<file path="config.mk">
export PLATFORM = sky130hd
export DESIGN_NAME = memory_sequencer_flat
export DESIGN_NICKNAME = d
export VERILOG_FILES = /design/src/rtl/memory_sequencer_if.sv /design/src/rtl/memory_sequencer.sv /design/src/flat_wrapper.sv
export SDC_FILE = /design/constraint.sdc
export NUM_CORES = 1
export LEC_CHECK = 0
export CORE_MARGIN = 2
export CORE_UTILIZATION = 47
export CTS_CLUSTER_DIAMETER = 120
export DETAILED_ROUTE_END_ITERATION = 7
export PLACE_DENSITY = 0.81
export SLEW_MARGIN = 20
export SYNTH_ARGS = -nofsm -noshare
export SYNTH_HDL_FRONTEND = slang
export SYNTH_SLANG_ARGS = --single-unit
</file>
<file path="constraint.sdc">
create_clock -name clk -period 4.5 [get_ports clk]
set_input_delay 0.9 -clock clk [delete_from_list [all_inputs] [get_ports clk]]
set_output_delay 0.9 -clock clk [all_outputs]
set_load 0.01 [all_outputs]
</file>
<file path="src/rtl/memory_sequencer_if.sv">
// memory_sequencer_if
//   Bundles the CPU-side access handshake and the byte-wide memory_bus side of
//   memory_sequencer into one interface.
//   slave  : view used by memory_sequencer itself.
//   master : complementary view for whatever drives the sequencer (core/bus).
//   CPU side : start, write, size, address, wdata -> rdata, busy, done, error
//   Bus side : bus_address, bus_data_out, bus_enable, bus_write_enable ->
//              bus_data_in, bus_halt
interface memory_sequencer_if;
  logic        start;
  logic        write;
  logic [1:0]  size;
  logic [23:0] address;
  logic [31:0] wdata;
  logic [31:0] rdata;
  logic        busy;
  logic        done;
  logic        error;
  logic [23:0] bus_address;
  logic [7:0]  bus_data_out;
  logic [7:0]  bus_data_in;
  logic        bus_enable;
  logic        bus_write_enable;
  logic        bus_halt;

  modport slave (
    input  start, write, size, address, wdata, bus_data_in, bus_halt,
    output rdata, busy, done, error, bus_address, bus_data_out, bus_enable,
           bus_write_enable
  );

  modport master (
    output start, write, size, address, wdata, bus_data_in, bus_halt,
    input  rdata, busy, done, error, bus_address, bus_data_out, bus_enable,
           bus_write_enable
  );
endinterface

</file>
<file path="src/rtl/memory_sequencer.sv">
// memory_sequencer
//   Splits one CPU data access of 1-4 bytes into single-byte memory_bus
//   transactions, little-endian at consecutive (24-bit wrapping) addresses.
//   Each byte waits out bus_halt. Completion is a one-cycle done pulse; read
//   data is assembled in rdata and held until the next read is accepted.
// Ports
//   clk   : system clock (shared with memory_bus)
//   reset : synchronous, active-low
//   sq    : memory_sequencer_if.slave (CPU handshake + byte bus)
// Parameters
//   TIMEOUT_CYCLES : halted HOLD cycles per byte before abort (>= 1)
// Build option
//   MEMORY_SEQUENCER_TIMEOUT_EN : when defined, a stuck bus_halt aborts the
//   access after TIMEOUT_CYCLES halted cycles and flags error with done.
//   When undefined, HOLD waits indefinitely and error is tied low.
//
// state | meaning
// IDLE  | waiting for start; access parameters latched on start
// ISSUE | one-cycle byte issue; write strobe asserted here only
// HOLD  | byte in flight; wait for bus_halt low, capture read byte
// DONE  | one-cycle done pulse, bus released
module memory_sequencer #(
  parameter int unsigned TIMEOUT_CYCLES = 1023
) (
  input logic               clk,
  input logic               reset,
  memory_sequencer_if.slave sq
);

  typedef enum logic [1:0] {
    IDLE  = 2'd0,
    ISSUE = 2'd1,
    HOLD  = 2'd2,
    DONE  = 2'd3
  } state_t;

  state_t      state, state_nxt;
  logic        write_q;
  logic [1:0]  size_q;
  logic [23:0] address_q;
  logic [31:0] wdata_q;
  logic [31:0] rdata_q;
  logic [1:0]  index;

  logic        accept;
  logic        byte_ok;
  logic        last_byte;
  logic        abort;
  logic [23:0] cur_address;
  logic [7:0]  cur_wbyte;

  if (TIMEOUT_CYCLES < 1) begin : g_bad_timeout
    $error("memory_sequencer: TIMEOUT_CYCLES must be at least 1");
  end

  assign accept      = (state == IDLE) && sq.start;
  assign byte_ok     = (state == HOLD) && !sq.bus_halt;
  assign last_byte   = (index == size_q);
  assign cur_address = address_q + {22'd0, index};
  assign cur_wbyte   = wdata_q[{index, 3'b000} +: 8];

`ifdef MEMORY_SEQUENCER_TIMEOUT_EN
  localparam int CW = $clog2(TIMEOUT_CYCLES + 1);

  logic [CW-1:0] halt_cnt;
  logic          error_q;

  // Abort on the halted cycle that would bring the count to TIMEOUT_CYCLES.
  assign abort = (state == HOLD) && sq.bus_halt &&
                 (halt_cnt == CW'(TIMEOUT_CYCLES - 1));

  always_ff @(posedge clk) begin
    if (!reset) begin
      halt_cnt <= '0;
      error_q  <= 1'b0;
    end else begin
      if (state == ISSUE)
        halt_cnt <= '0;
      else if ((state == HOLD) && sq.bus_halt)
        halt_cnt <= halt_cnt + CW'(1);
      if (accept)
        error_q <= 1'b0;
      else if (abort)
        error_q <= 1'b1;
    end
  end

  assign sq.error = (state == DONE) && error_q;
`else
  assign abort    = 1'b0;
  assign sq.error = 1'b0;
`endif

  always_ff @(posedge clk) begin
    if (!reset) state <= IDLE;
    else        state <= state_nxt;
  end

  always_comb begin
    state_nxt           = state;
    sq.busy             = 1'b1;
    sq.done             = 1'b0;
    sq.bus_enable       = 1'b0;
    sq.bus_write_enable = 1'b0;
    sq.bus_address      = '0;
    sq.bus_data_out     = '0;
    case (state)
      IDLE: begin
        sq.busy = 1'b0;
        if (sq.start) state_nxt = ISSUE;
      end
      ISSUE: begin
        sq.bus_enable       = 1'b1;
        sq.bus_write_enable = write_q;
        sq.bus_address      = cur_address;
        sq.bus_data_out     = cur_wbyte;
        state_nxt           = HOLD;
      end
      HOLD: begin
        sq.bus_enable   = 1'b1;
        sq.bus_address  = cur_address;
        sq.bus_data_out = cur_wbyte;
        if (!sq.bus_halt)
          state_nxt = last_byte ? DONE : ISSUE;
        else if (abort)
          state_nxt = DONE;
      end
      DONE: begin
        sq.done   = 1'b1;
        state_nxt = IDLE;
      end
      default: state_nxt = IDLE;
    endcase
  end

  // Access parameters and read assembly. A write leaves rdata untouched so
  // the last read value stays visible to the core.
  always_ff @(posedge clk) begin
    if (!reset) begin
      write_q   <= 1'b0;
      size_q    <= 2'd0;
      address_q <= '0;
      wdata_q   <= '0;
      rdata_q   <= '0;
      index     <= 2'd0;
    end else if (accept) begin
      write_q   <= sq.write;
      size_q    <= sq.size;
      address_q <= sq.address;
      wdata_q   <= sq.wdata;
      index     <= 2'd0;
      if (!sq.write) rdata_q <= '0;
    end else if (byte_ok) begin
      if (!write_q) rdata_q[{index, 3'b000} +: 8] <= sq.bus_data_in;
      if (!last_byte) index <= index + 2'd1;
    end
  end

  assign sq.rdata = rdata_q;

endmodule

</file>
<file path="src/flat_wrapper.sv">
// flat-port wrapper written by rule: the top's interface ports become plain ports
module memory_sequencer_flat 
#(
  parameter int unsigned TIMEOUT_CYCLES = 1023
)
  (clk, reset, sq_start, sq_write, sq_size, sq_address, sq_wdata, sq_bus_data_in, sq_bus_halt, sq_rdata, sq_busy, sq_done, sq_error, sq_bus_address, sq_bus_data_out, sq_bus_enable, sq_bus_write_enable);
  memory_sequencer_if sq_i ();
  input logic clk;
  input logic reset;
  input wire logic [$bits(sq_i.start)-1:0] sq_start;
  input wire logic [$bits(sq_i.write)-1:0] sq_write;
  input wire logic [$bits(sq_i.size)-1:0] sq_size;
  input wire logic [$bits(sq_i.address)-1:0] sq_address;
  input wire logic [$bits(sq_i.wdata)-1:0] sq_wdata;
  input wire logic [$bits(sq_i.bus_data_in)-1:0] sq_bus_data_in;
  input wire logic [$bits(sq_i.bus_halt)-1:0] sq_bus_halt;
  output wire logic [$bits(sq_i.rdata)-1:0] sq_rdata;
  output wire logic [$bits(sq_i.busy)-1:0] sq_busy;
  output wire logic [$bits(sq_i.done)-1:0] sq_done;
  output wire logic [$bits(sq_i.error)-1:0] sq_error;
  output wire logic [$bits(sq_i.bus_address)-1:0] sq_bus_address;
  output wire logic [$bits(sq_i.bus_data_out)-1:0] sq_bus_data_out;
  output wire logic [$bits(sq_i.bus_enable)-1:0] sq_bus_enable;
  output wire logic [$bits(sq_i.bus_write_enable)-1:0] sq_bus_write_enable;
  assign sq_i.start = sq_start;
  assign sq_i.write = sq_write;
  assign sq_i.size = sq_size;
  assign sq_i.address = sq_address;
  assign sq_i.wdata = sq_wdata;
  assign sq_i.bus_data_in = sq_bus_data_in;
  assign sq_i.bus_halt = sq_bus_halt;
  assign sq_rdata = sq_i.rdata;
  assign sq_busy = sq_i.busy;
  assign sq_done = sq_i.done;
  assign sq_error = sq_i.error;
  assign sq_bus_address = sq_i.bus_address;
  assign sq_bus_data_out = sq_i.bus_data_out;
  assign sq_bus_enable = sq_i.bus_enable;
  assign sq_bus_write_enable = sq_i.bus_write_enable;
  memory_sequencer #(.TIMEOUT_CYCLES(TIMEOUT_CYCLES)) u_core (.clk(clk), .reset(reset), .sq(sq_i));
endmodule
</file>
==> results of run 1 <==
worst reg2reg max path, stage by stage (launching register included):
cell and delay [ns]:
dfxtp_1 0.42, inv_1 0.09, ha_1 0.29, nand2_2 0.22
buf_4 0.51, nand2_1 0.18, nor4_2 0.63, a32o_1 0.23
state kept, by name, indices dropped and copies added, names as in the netlist:
register          flops
u_core.write_q        1
u_core.index          2
u_core.size_q         2
u_core.state          2
u_core.wdata_q       32
u_core.sq.rdata      32
u_core.address_q     24
area by class of cell:
| cell class | instances | share of cell area, % |
|---|---|---|
| Multi-Input combinational cell | 417 | 39.1 |
| Sequential cell | 95 | 31.0 |
| Timing Repair Buffer | 146 | 23.5 |
| Tap cell | 129 | 2.63 |
| Clock buffer | 10 | 2.08 |
| Clock inverter | 6 | 0.817 |
| Inverter | 13 | 0.817 |
cell usage in the layout, fill, tap and decap left out, types with 3 or more instances in the layout:
master,netlist,final
a21oi_1,74,74
a32o_1,8,8
and2_1,11,10
buf_4,1,8
clkbuf_8,0,9
clkdlybuf4s50_1,0,138
dfxtp_1,95,95
ha_1,10,10
inv_1,12,12
inv_6,0,4
mux2_2,8,8
mux4_2,8,8
nand2_1,155,154
nand3_1,31,31
nand4_1,4,4
nor2_1,24,24
nor3_1,3,3
nor4_1,4,4
nor4_2,3,3
o21ai_0,23,23
o31ai_1,4,4
or3_1,7,7
or4_1,5,4
xnor2_1,13,13
worst paths after layout:
| kind | cells past startpoint | to | slack [ns] |
|---|---|---|---|
| max | 8 | sq_bus_address[20] | 0.18 |
| min | 2 | u_core.wdata_q[16] | 0.46 |
| max reg2reg | 7 | u_core.sq.rdata[4] | 1.89 |
| min reg2reg | 2 | u_core.wdata_q[16] | 0.46 |
power groups by stage:
stage | clock (mW) | combinational, mW | sequential (mW)
2_1_floorplan | 0 | 0.452 | 1.02
3_3_place_gp | 0 | 0.705 | 1.03
3_5_place_dp | 0 | 0.726 | 1.04
4_1_cts | 0.529 | 0.730 | 1.02
5_1_grt | 0.560 | 0.818 | 1.03
6_report | 0.517 | 0.734 | 1.02
what timing repair did:
item,CTS,global route
gates resized for setup,0,1
endpoints found under the setup margin,0,4
hold buffers,0,0
setup buffers,0,3
cell usage after synthesis (all sizes together), types with 8 or more instances:
library cell  instances
nand2               155
dfxtp                95
a21oi                74
nand3                32
clkbuf               28
nor2                 24
o21ai                23
inv                  13
xnor2                13
and2                 11
ha                   10
a32o                  8
buf                   8
mux2                  8
mux4                  8
layer usage:
metal  part of all wire (%)  track usage, %  vias to the layer above
li1                       -               -                     2153
met1                     43            29.4                     2011
met2                     50            39.4                      132
met3                    4.6            3.80                       20
met4                    2.0            7.90                        0
met5                      0               0                        -
through the flow:
step	area, sq um	total power, mW	setup WS, ns	cells
3_3_place_gp	5910	1.74	0.593	797
2_1_floorplan	4480	1.47	0.680	561
5_1_grt	6130	2.41	0.0530	816
4_1_cts	6090	2.28	0.0647	813
6_report	6130	2.28	0.176	816
3_5_place_dp	5910	1.77	0.472	797
cell families (layout without fill, tap and decap cells):
kind of cell             Yosys count  after routing
AO/OA/AOI/OAI                    115            115
XOR/XNOR                          14             14
adder cells (fa/ha/maj)           11             11
buffers and inverters             49            175
flip-flops                        95             95
multiplexers                      17             17
other                              1              1
AND/OR/NAND/NOR                  259            259
==> results.ini, run 1 <==
[place]
dp_hpwl_microns=8600
gp_congestion=0.906
numPortBuffers=138

[detailed_routing]
dr_total_vias=4316
drtAntennaViolNets=0
drt-pass1-iter-count=4
routedWlPerCell_microns=14.6
initialDrtViolationCount=197
drc=0
vias_per_cell=5.29
drt-total-wl_microns=11900

[cells_and_area]
drive_above_1_share_pct=7.42
regArea_sq_mm=0.00190
utilization_pct=66.3
nFillCells=756
n_antenna_cell=0
syn_to_final_growth_pct=36.9
multiInputGateArea_sq_mm=0.00239
nets=764

[sta]
skew_ns=0.0145
hold_violations=0
maxSlewViolCount=0
period_share_pct=96.1
slew_headroom_pct=40.8
finalSetupViolations=0
setup_tns_ns=0
worst_pin_slew_ns=0.887
fin_crit_ns=4.32
rsz0062_at_grt=no
fmax_mhz=231
holdWs_ns=0.456

[hold_path]
min_from=u_core.wdata_q[16]
hp-class=reg2reg

[worst_setup_path]
cp.required_ns=3.60
worstPathCellList=ha_1 > inv_1 > fa_1 > nand4b_1 > or4_4 > or3_1 > a21oi_1 > clkdlybuf4s50_1
critPathLaunchType=flip-flop
startpoint=u_core.index[0]
cp-end-kind=primary output
criticalPathCategory=reg2out
rr_startpoint=u_core.state[0]
crit_family=simple AND/OR/NAND/NOR gates
crit_slowest_cell=or4_4
crit_fanout=8
worst-path-buf-inv=2
cpPeakStageDelay_ns=0.62
arrival_ns=3.42

[synth]
ys.flop_type=dfxtp_1
netlist_area_sq_mm=0.00448
synth_warnings=0
synth_area_leaders=dfxtp_1, nand2_1, a21oi_1
synthMuxAreaShare_pct=6.26
synth_simple_gate_area_share_pct=26.3
synth_cell_types=45
netlist.area_leader.share_pct=42.5
yosys_register_bits=95
yosysSeqAreaShare_pct=42.5
synth_nets=643
synth_xor_xnor_area_share_pct=2.74
netlist.top_cell.by_area=dfxtp_1
synth-edff-count=0
avgSynthCellArea_sq_um=7.98
synthArstFlopShare_pct=0
syn_inst=561
yosys.area_share.adder_pct=3.24
synth_top_family_by_area=simple AND/OR/NAND/NOR gates
synth-compound-area-share_pct=14.4

[grt]
grt_overflow=0
grt_usage_pct=23.0
grt_antenna_before_repair=0
grt_first_pass_wirelength_microns=19000
grt_max_degree=69
grt_pass1_vias=4127

[floorplan]
die_area_sq_mm=0.0103
die_w_microns=102
rows=35
start_util_pct=48.4
core_area_sq_mm=0.00924
die_h_microns=102
num_io_pins=140

[clock_tree]
cts-root-buf=clkbuf_8
insertion_delay_ns=0.37
cts_buffer_depth=2
cts-htree-levels=3
cts_tree=built
clock-sinks=95
clkTransAtPathRegs_ns=0.09
cts-buffers-inserted=9

[pwr]
power.switching_uw=820
peakVddDrop_uv=219
clock_power_share_pct=22.7
p_seq_share_pct=45.0
p_leak_nw=2.03
switching_share_pct=36.0
power.internal_mw=1.46
p_per_area_mw_per_mm2=371
p_comb_share_pct=32.3

[outcome]
status=complete, no violations

[job]
maxCapViolations=0

Power figures use the tool's default switching activity.
==> run 2: changes to the inputs <==
CORE_UTILIZATION = 42   (was 47)
PLACE_DENSITY = 0.76   (was 0.81)
clock period = 3.7 ns   (was 4.5 ns; I/O delays follow)
==> results.ini, run 2 (synthesis results as in run 1) <==
[cells_and_area]
drive_above_1_share_pct=8.12  ; +0.69 points
nets=767  ; +0.39%
syn_to_final_growth_pct=38.2
final_cell_mix=nand2_1, clkdlybuf4s50_1, dfxtp_1
utilization_pct=59.9  ; -6.4 points
final_common_cell=nand2_1
nFillCells=913  ; +21%
n_antenna_cell=0  ; unchanged
final_area_sq_mm=0.00618  ; +0.92%

[sta]
slew_headroom_pct=48.0  ; +7.2 points
maxSlewViolCount=0  ; unchanged
setup_tns_ns=0  ; unchanged
finalSetupViolations=0  ; unchanged
hold_violations=0  ; unchanged
skew_ns=0.0124  ; -0.00208 ns
rsz0062_at_grt=yes
fmax_mhz=282
fin_crit_ns=3.54
worst_pin_slew_ns=0.773  ; -0.114 ns
period_share_pct=95.8

[floorplan]
die_area_sq_mm=0.0115  ; +11%
start_util_pct=43.4  ; -5.1 points
die_w_microns=107  ; +5.6%
num_io_pins=140  ; unchanged
core_area_sq_mm=0.0103  ; +12%
rows=37  ; +5.7%
die_h_microns=107  ; +5.6%

[grt]
grt_usage_pct=21.8  ; -1.2 points
grt_first_pass_wirelength_microns=20300  ; +6.5%
grt_pass1_vias=4270  ; +3.5%
grt_max_degree=60  ; -13%
grt_overflow=0  ; unchanged
grt_antenna_before_repair=0  ; unchanged

[clock_tree]
cts_buffer_depth=2  ; unchanged
clock-sinks=95  ; unchanged
cts-htree-levels=3  ; unchanged
cts-buffers-inserted=9  ; unchanged
cts_hold_buf=0  ; unchanged
insertion_delay_ns=0.36  ; about the same
cts_tree=built
post-cts-setup-buffers=0  ; unchanged
clkTransAtPathRegs_ns=0.09  ; about the same
cts-root-buf=clkbuf_8

[detailed_routing]
drtAntennaViolNets=0  ; unchanged
wl_met1_microns=5430  ; +5.6%
drt-total-wl_microns=12300  ; +3.4%
vias_per_cell=5.30  ; +0.23%
wl_met2_microns=5890  ; -1.2%
route.met3.wl_microns=628  ; +16%
highest_layer=met4
dr_total_vias=4379  ; +1.5%
initialDrtViolationCount=235  ; +19%
drc=0  ; unchanged
routedWlPerCell_microns=14.9  ; +2.2%
drt-pass1-iter-count=4  ; unchanged

[pwr]
peakVddDrop_uv=223  ; +1.9%
p_leak_nw=2.12  ; +4.7%
p_per_area_mw_per_mm2=460  ; +24%

[worst_setup_path]
crit_fanout=8  ; unchanged
rrSetupSlack_ns=1.37  ; -0.52 ns
reg2reg_to=u_core.sq.rdata[2]
reg2reg_depth=6  ; -1
rr_startpoint=u_core.state[0]
cp-end-kind=primary output
criticalPathCategory=reg2out
arrival_ns=2.80  ; -0.62 ns
critPathLaunchType=flip-flop
cp.required_ns=2.96  ; -0.64 ns

[job]
maxCapViolations=0  ; unchanged

[outcome]
status=complete, no violations

[hold_path]
hold_end=u_core.wdata_q[20]
hold_depth=2  ; unchanged
hp-class=reg2reg
min_from=u_core.wdata_q[20]

[place]
gp_congestion=0.876  ; -3.3%
place_area_sq_mm=0.00598  ; +1.1%
dp_hpwl_microns=9070  ; +5.5%
numPortBuffers=138  ; unchanged

run 2: cell type report:
type / instances / area, sq um / share of cell area, %
Clock inverter: 6 / 66.3 / 1.07
Inverter: 13 / 48.8 / 0.789
Tap cell: 136 / 170 / 2.75
Clock buffer: 10 / 138 / 2.23
Multi-Input combinational cell: 417 / 2380 / 38.6
Sequential cell: 95 / 1900 / 30.8
Timing Repair Buffer: 149 / 1470 / 23.8
run 2: worst max-delay path: stages (launching register included):
cell	delay, ns
dfxtp_1	0.34
ha_1	0.17
inv_1	0.06
fa_2	0.37
nand4b_1	0.22
or4_4	0.49
or3_1	0.36
a21oi_1	0.15
dlygate4sd2_1	0.28
run 2: stage by stage:
stage / hold WS (ns) / setup WS (ns) / power, mW / cells
floorplan: 0.433 / 0.0402 / 1.79 / 561
CTS: 0.460 / 0.0215 / 2.85 / 826
detailed placement: 0.448 / 0.0104 / 2.17 / 810
finish: 0.460 / 0.157 / 2.84 / 826
global placement: 0.440 / 0.111 / 2.13 / 810
global route: 0.484 / -0.0338 / 3.01 / 826
run 2: layer usage:
metal,up-vias,global-route usage [%]
met1,2046,29.5
met3,29,2.92
met4,0,10.0
li1,2166,-
met2,138,34.6
met5,-,0
run 2: timing repair:
action,4_1_cts,5_1_grt
pin swaps,0,1
endpoints found under the hold margin,0,0
setup endpoints to repair,6,8
resized for setup,10,5
run 2: worst max-delay path by stage:
stage / from / to / slack (ns)
floorplan: u_core.index[1] / sq_bus_address[18] / 0.04
global placement: u_core.index[0] / sq_bus_address[20] / 0.11
detailed placement: u_core.index[0] / sq_bus_address[22] / 0.01
CTS: u_core.index[0] / sq_bus_address[22] / 0.02
global route: u_core.index[0] / sq_bus_address[14] / -0.03
finish: u_core.index[0] / sq_bus_address[18] / 0.16
run 2: where the power goes:
part / internal [mW] / total, mW / switching [mW] / leakage [nW]
registers: 1.14 / 1.25 / 0.105 / 0.774
clock network: 0.335 / 0.705 / 0.370 / 0.107
logic: 0.374 / 0.890 / 0.516 / 1.24
==> run 3: changes to the inputs <==
CTS_CLUSTER_DIAMETER = 60   (was 120)
==> results of run 3 <==
The final DEF is identical to that of run 2; final timing and power are the same.
